<file path="src/rtl/fetch_pkg.sv">
// Shared types and helpers for the instruction fetch unit.
//   fetch_state_e : controller state (RUN / FAULT)
//   fetch_entry_t : one buffered {pc, instr} pair
//   INSTR_BYTES   : PC increment per fetched instruction
package fetch_pkg;

  localparam int unsigned INSTR_BYTES = 4;

  typedef enum logic [0:0] {
    FETCH_RUN   = 1'b0,
    FETCH_FAULT = 1'b1
  } fetch_state_e;

  typedef struct packed {
    logic [31:0] pc;
    logic [31:0] instr;
  } fetch_entry_t;

  // Word index of pc must lie below the ROM depth.
  function automatic logic pc_in_range(input logic [31:0] pc,
                                       input logic [31:0] mem_words);
    return ({2'b00, pc[31:2]} < mem_words);
  endfunction

  function automatic logic word_aligned(input logic [1:0] addr_lsbs);
    return (addr_lsbs == 2'b00);
  endfunction

endpackage

</file>
<file path="src/rtl/fetch_skid_buf.sv">
// Two-entry in-order buffer of fetch entries between fetch and decode.
//   clk, rst_n   : clock, asynchronous active-low reset
//   flush_i      : discard all entries (wins over push/pop)
//   push_i       : append push_data_i (ignored when full without a pop)
//   push_data_i  : entry to append
//   pop_i        : remove head (ignored when empty)
//   head_o       : current head entry (holds last value when empty)
//   count_o      : number of valid entries, 0..2
module fetch_skid_buf
  import fetch_pkg::*;
(
  input  logic         clk,
  input  logic         rst_n,
  input  logic         flush_i,
  input  logic         push_i,
  input  fetch_entry_t push_data_i,
  input  logic         pop_i,
  output fetch_entry_t head_o,
  output logic [1:0]   count_o
);

  // Entry 0 is always the head; entry 1 is the slot behind it.
  fetch_entry_t e0_q, e0_d;
  fetch_entry_t e1_q, e1_d;
  logic [1:0]   cnt_q, cnt_d;
  logic         do_pop, do_push;

  always_comb begin
    e0_d    = e0_q;
    e1_d    = e1_q;
    cnt_d   = cnt_q;
    do_pop  = pop_i && (cnt_q != 2'd0);
    do_push = push_i && ((cnt_q != 2'd2) || do_pop);

    if (flush_i) begin
      cnt_d = '0;
    end else begin
      case (cnt_q)
        2'd0: begin
          if (do_push) begin
            e0_d  = push_data_i;
            cnt_d = 2'd1;
          end
        end
        2'd1: begin
          if (do_push && do_pop) begin
            e0_d = push_data_i;
          end else if (do_push) begin
            e1_d  = push_data_i;
            cnt_d = 2'd2;
          end else if (do_pop) begin
            cnt_d = 2'd0;
          end
        end
        2'd2: begin
          // Pop shifts the second entry forward; a simultaneous push refills it.
          if (do_pop) begin
            e0_d = e1_q;
            if (do_push) begin
              e1_d = push_data_i;
            end else begin
              cnt_d = 2'd1;
            end
          end
        end
        default: cnt_d = '0;
      endcase
    end
  end

  always_ff @(posedge clk or negedge rst_n) begin
    if (!rst_n) begin
      e0_q  <= '0;
      e1_q  <= '0;
      cnt_q <= '0;
    end else begin
      e0_q  <= e0_d;
      e1_q  <= e1_d;
      cnt_q <= cnt_d;
    end
  end

  assign head_o  = e0_q;
  assign count_o = cnt_q;

endmodule

</file>
<file path="src/rtl/instr_fetch_unit.sv">
// Fetch-stage controller: owns the PC, addresses the combinational ROM,
// buffers {pc, instr} pairs for decode and handles redirects and faults.
//   clk, rst_n      : clock, asynchronous active-low reset
//   fetch_en        : allow new fetches (buffer drains regardless)
//   imem_addr       : ROM byte address (= pc register)
//   imem_rdata      : ROM data for imem_addr, same cycle
//   redirect_valid  : load redirect_pc this cycle, flushing the buffer
//   redirect_pc     : redirect target byte address
//   out_valid/ready : decode handshake for the buffer head
//   out_pc/instr    : head entry
//   fault, fault_pc : sticky fetch fault and offending address
module instr_fetch_unit
  import fetch_pkg::*;
#(
  parameter logic [31:0] RESET_PC  = 32'h0000_0000,
  parameter int unsigned MEM_WORDS = 1024,
  parameter int unsigned BUF_DEPTH = 2
) (
  input  logic        clk,
  input  logic        rst_n,
  input  logic        fetch_en,
  output logic [31:0] imem_addr,
  input  logic [31:0] imem_rdata,
  input  logic        redirect_valid,
  input  logic [31:0] redirect_pc,
  output logic        out_valid,
  input  logic        out_ready,
  output logic [31:0] out_pc,
  output logic [31:0] out_instr,
  output logic        fault,
  output logic [31:0] fault_pc
);

  localparam logic [31:0] MEM_WORDS_W = 32'(MEM_WORDS);
  localparam logic [1:0]  DEPTH_Q     = 2'(BUF_DEPTH);

  fetch_state_e state_q, state_d;
  logic [31:0]  pc_q, pc_d;
  logic [31:0]  fault_pc_q, fault_pc_d;

  logic         pop, push, flush;
  fetch_entry_t push_data, head;
  logic [1:0]   count;

  assign out_valid = (count != 2'd0) && (state_q == FETCH_RUN);
  assign pop       = out_valid && out_ready;
  assign push_data = '{pc: pc_q, instr: imem_rdata};

  always_comb begin
    state_d    = state_q;
    pc_d       = pc_q;
    fault_pc_d = fault_pc_q;
    push       = 1'b0;
    flush      = 1'b0;

    if (state_q == FETCH_RUN) begin
      if (redirect_valid) begin
        flush = 1'b1;
        if (word_aligned(redirect_pc[1:0])) begin
          pc_d = redirect_pc;
        end else begin
          state_d    = FETCH_FAULT;
          fault_pc_d = redirect_pc;
        end
      end else if (fetch_en) begin
        if (!pc_in_range(pc_q, MEM_WORDS_W)) begin
          state_d    = FETCH_FAULT;
          fault_pc_d = pc_q;
          flush      = 1'b1;
        end else if ((count < DEPTH_Q) || pop) begin
          push = 1'b1;
          pc_d = pc_q + 32'(INSTR_BYTES);
        end
      end
    end
  end

  always_ff @(posedge clk or negedge rst_n) begin
    if (!rst_n) begin
      state_q    <= FETCH_RUN;
      pc_q       <= RESET_PC;
      fault_pc_q <= '0;
    end else begin
      state_q    <= state_d;
      pc_q       <= pc_d;
      fault_pc_q <= fault_pc_d;
    end
  end

  fetch_skid_buf u_buf (
    .clk         (clk),
    .rst_n       (rst_n),
    .flush_i     (flush),
    .push_i      (push),
    .push_data_i (push_data),
    .pop_i       (pop),
    .head_o      (head),
    .count_o     (count)
  );

  assign imem_addr = pc_q;
  assign out_pc    = head.pc;
  assign out_instr = head.instr;
  assign fault     = (state_q == FETCH_FAULT);
  assign fault_pc  = fault_pc_q;

endmodule
</file>
<file path="config.mk">
export PLATFORM = sky130hd
export DESIGN_NAME = instr_fetch_unit
export DESIGN_NICKNAME = d
export VERILOG_FILES = /design/src/rtl/fetch_pkg.sv /design/src/rtl/fetch_skid_buf.sv /design/src/rtl/instr_fetch_unit.sv
export SDC_FILE = /design/constraint.sdc
export NUM_CORES = 1
export LEC_CHECK = 0
export CORE_AREA = 2 2 136 138
export DETAILED_ROUTE_END_ITERATION = 7
export DIE_AREA = 0 0 138 140
export PLACE_DENSITY = 0.8
export SYNTH_ARGS = -nofsm -noshare
export SYNTH_HDL_FRONTEND = slang
export SYNTH_SLANG_ARGS = --single-unit
</file>
<file path="constraint.sdc">
create_clock -name clk -period 3.4 [get_ports clk]
set_input_delay 0.68 -clock clk [delete_from_list [all_inputs] [get_ports clk]]
set_output_delay 0.68 -clock clk [all_outputs]
set_load 0.03 [all_outputs]
</file>
==> reports/metrics.cfg <==
[clocking]
cts_hold_buffers=0
clockRootBuffer=clkbuf_16
cts.repair.resized=0
clock_sinks=195
htree_levels=4
numCtsBuffers=17
cts_setup_buffers=0
ctsLongestPathBuffers=2
insertion_delay_ps=430
cts_tree=yes
clkTransAtPathRegs_ps=70

[placement]
post-place-ws_ps=381
hpwl_mm=14.7
gp_congestion=0.789
portBuffers=198
dp.cells=1106

[setup_path]
reg2reg_slack_ps=400
path_class=flop to flop
cp_slowest_stage_delay_ps=630
path_cells=or4_4 -> nor3_2 -> a21oi_1 -> a311oi_4 -> buf_12 -> mux2_2
crit_arrival_ps=3320
r2r_cells=6
timing.rr.end=u_buf.head_o[4]$_DFFE_PN0P_
cp_data_required_time_ps=3720
startpoint_type=flop
worst_path_max_delay_cell=or4_4
startpoint=imem_addr[20]$_DFFE_PN0P_
cp_max_fo=40
path_buf_inv=1
r2r-start=imem_addr[20]$_DFFE_PN0P_
cp-end-kind=flop
path_delay_family=simple AND/OR/NAND/NOR gates

[synth]
ys_warn_count=0
synth_top_cell_by_area=dfrtp_1
synth_area_leaders=dfrtp_1, mux2_2, mux2_4, mux2i_1, nor2_1
yosysSeqAreaShare_pct=54.2
yosysTopAreaCellShare_pct=54.2
synth_commonest_cells=dfrtp_1, mux2_2, mux2_4
synth_cell_types=48
synth-edff-count=0
postSynthCellCount=706
async_flop_share_pct=100
syn_nets=776
synth_flop_cell=dfrtp_1
avgSynthCellArea_um2=12.7
synth.most_common_cell=dfrtp_1
synth_seq_cells=195
netlist_area_mm2=0.00900

[min_path]
hold_path.class=input pin to asynchronous set/reset pin

[flow_run]
maxCapViolCount=0

[grt]
grt_max_degree=80
antenna_found_initial=3
grt_usage_pct=23.5
grt_overflow=0
grt_pass1_wl_mm=36.4
grt_pass1_vias=6600

[routing]
wl_mm=22.3
drtIter0Drc=396
vias=6422
ant_nets=0
avgViaCountPerCell=5.64
drt_first_pass_iters=4
wl_per_cell_um=19.6
drc=0

[timing]
setup_ws_ps=396
final.setup.tns_ps=0
finalSetupViolations=0
finalHoldViolations=0
drv_slew=0
slew_headroom_pct=52.8
rsz0062_at_grt=no
finalClockSkew_ps=9.44
fin_crit_sh_pct=88.3
fmax_mhz=333
tightest_slew_ps=708
period_needed_ps=3000

[die]
die_h_um=140
rows=49
core-area_mm2=0.0178
start_util_pct=50.6
die_w_um=138
dieArea_mm2=0.0193
pin_count=199

[power]
leakage_nw=5.31
p_per_area_mw_per_mm2=479
power_mw=5.70
peakVddDrop_v=0.000373

[finish]
regArea_mm2=0.00488
final_cells=1139
final_nets=966
fillers=1284
synthToLayoutAreaGrowth_pct=32.4
layout-drive-gt1-share_pct=26.5
final_util_pct=67.0
multiInputGateArea_mm2=0.00390

[outcome]
status=finished clean

-- placed cells by master (no fill, tap or decap), types with 4 or more instances in the layout --
cell / count
a21oi_1: 35
a2bb2oi_1: 5
a31oi_1: 16
and2_1: 21
and3_1: 6
buf_12: 5
buf_4: 15
bufinv_16: 4
clkbuf_16: 17
clkdlybuf4s50_1: 196
dfrtp_1: 195
mux2_2: 114
mux2_4: 60
mux2i_1: 22
nand2_1: 31
nand3_1: 9
nor2_1: 47
nor2b_1: 5
nor3_1: 9
nor4_1: 4
o21ai_0: 28
o22ai_1: 5
o31ai_1: 4
or2_2: 4
-- how the worst max path moves through the flow --
stage / slack (ps) / cells past startpoint / end
global placement: 450 / 6 / u_buf.e1_q[5]$_DFFE_PN0P_
finish: 400 / 6 / u_buf.head_o[4]$_DFFE_PN0P_
floorplan: 600 / 6 / u_buf.head_o[0]$_DFFE_PN0P_
global route: 250 / 6 / u_buf.head_o[5]$_DFFE_PN0P_
detailed placement: 380 / 6 / u_buf.e1_q[13]$_DFFE_PN0P_
CTS: 400 / 6 / u_buf.head_o[5]$_DFFE_PN0P_
-- per-stage QoR --
stage / area (µm²) / hold slack, ps
floorplan: 9000 / 384
global placement: 11300 / 463
detailed placement: 11300 / 465
CTS: 11900 / 308
global route: 11900 / 330
finish: 11900 / 293
-- kinds of logic after synthesis --
| group | count (synthesis) | synth area share (%) |
|---|---|---|
| AOI/OAI and AO/OA | 112 | 7.78 |
| and+or+nand+nor | 151 | 8.45 |
| buffers and inverters | 51 | 2.70 |
| muxes | 196 | 26.7 |
| adders and majority gates | 1 | 0.139 |
| DFF | 195 | 54.2 |
-- worst reg2reg max path, stage by stage, from the launching register on --
cell and delay, ps:
dfrtp_1 490, or4_4 630, nor3_2 390, a21oi_1 200
a311oi_4 410, buf_12 350, mux2_2 410
-- area by class of cell --
cell class / count / area share, %
Inverter: 4 / 0.126
Tap cell: 229 / 2.40
Clock inverter: 11 / 1.47
Clock buffer: 20 / 3.83
Antenna cell: 2 / 0.0420
Sequential cell: 195 / 41.0
Multi-Input combinational cell: 460 / 32.8
Timing Repair Buffer: 218 / 18.4
-- routing by layer --
metal | track usage [%] | up-vias | part of all wire [%]
met2 | 35.3 | 228 | 46
li1 | - | 2910 | -
met3 | 6.56 | 35 | 7.2
met4 | 8.16 | 0 | 2.1
met5 | 0 | - | 0
met1 | 33.2 | 3249 | 44
-- state kept, by name, indices dropped and copies added, names as in the netlist --
register,flops
u_buf.e1_q,64
u_buf.head_o,64
fault_pc,32
imem_addr,32
u_buf.count_o,2
fault,1
-- report_power, final --
part,total [mW],switching (mW),internal (mW)
sequential,2.57,0.109,2.46
clock,2.14,0.869,1.27
combinational,0.995,0.545,0.450
total,5.70,1.52,4.18
Power figures use the tool's default switching activity.
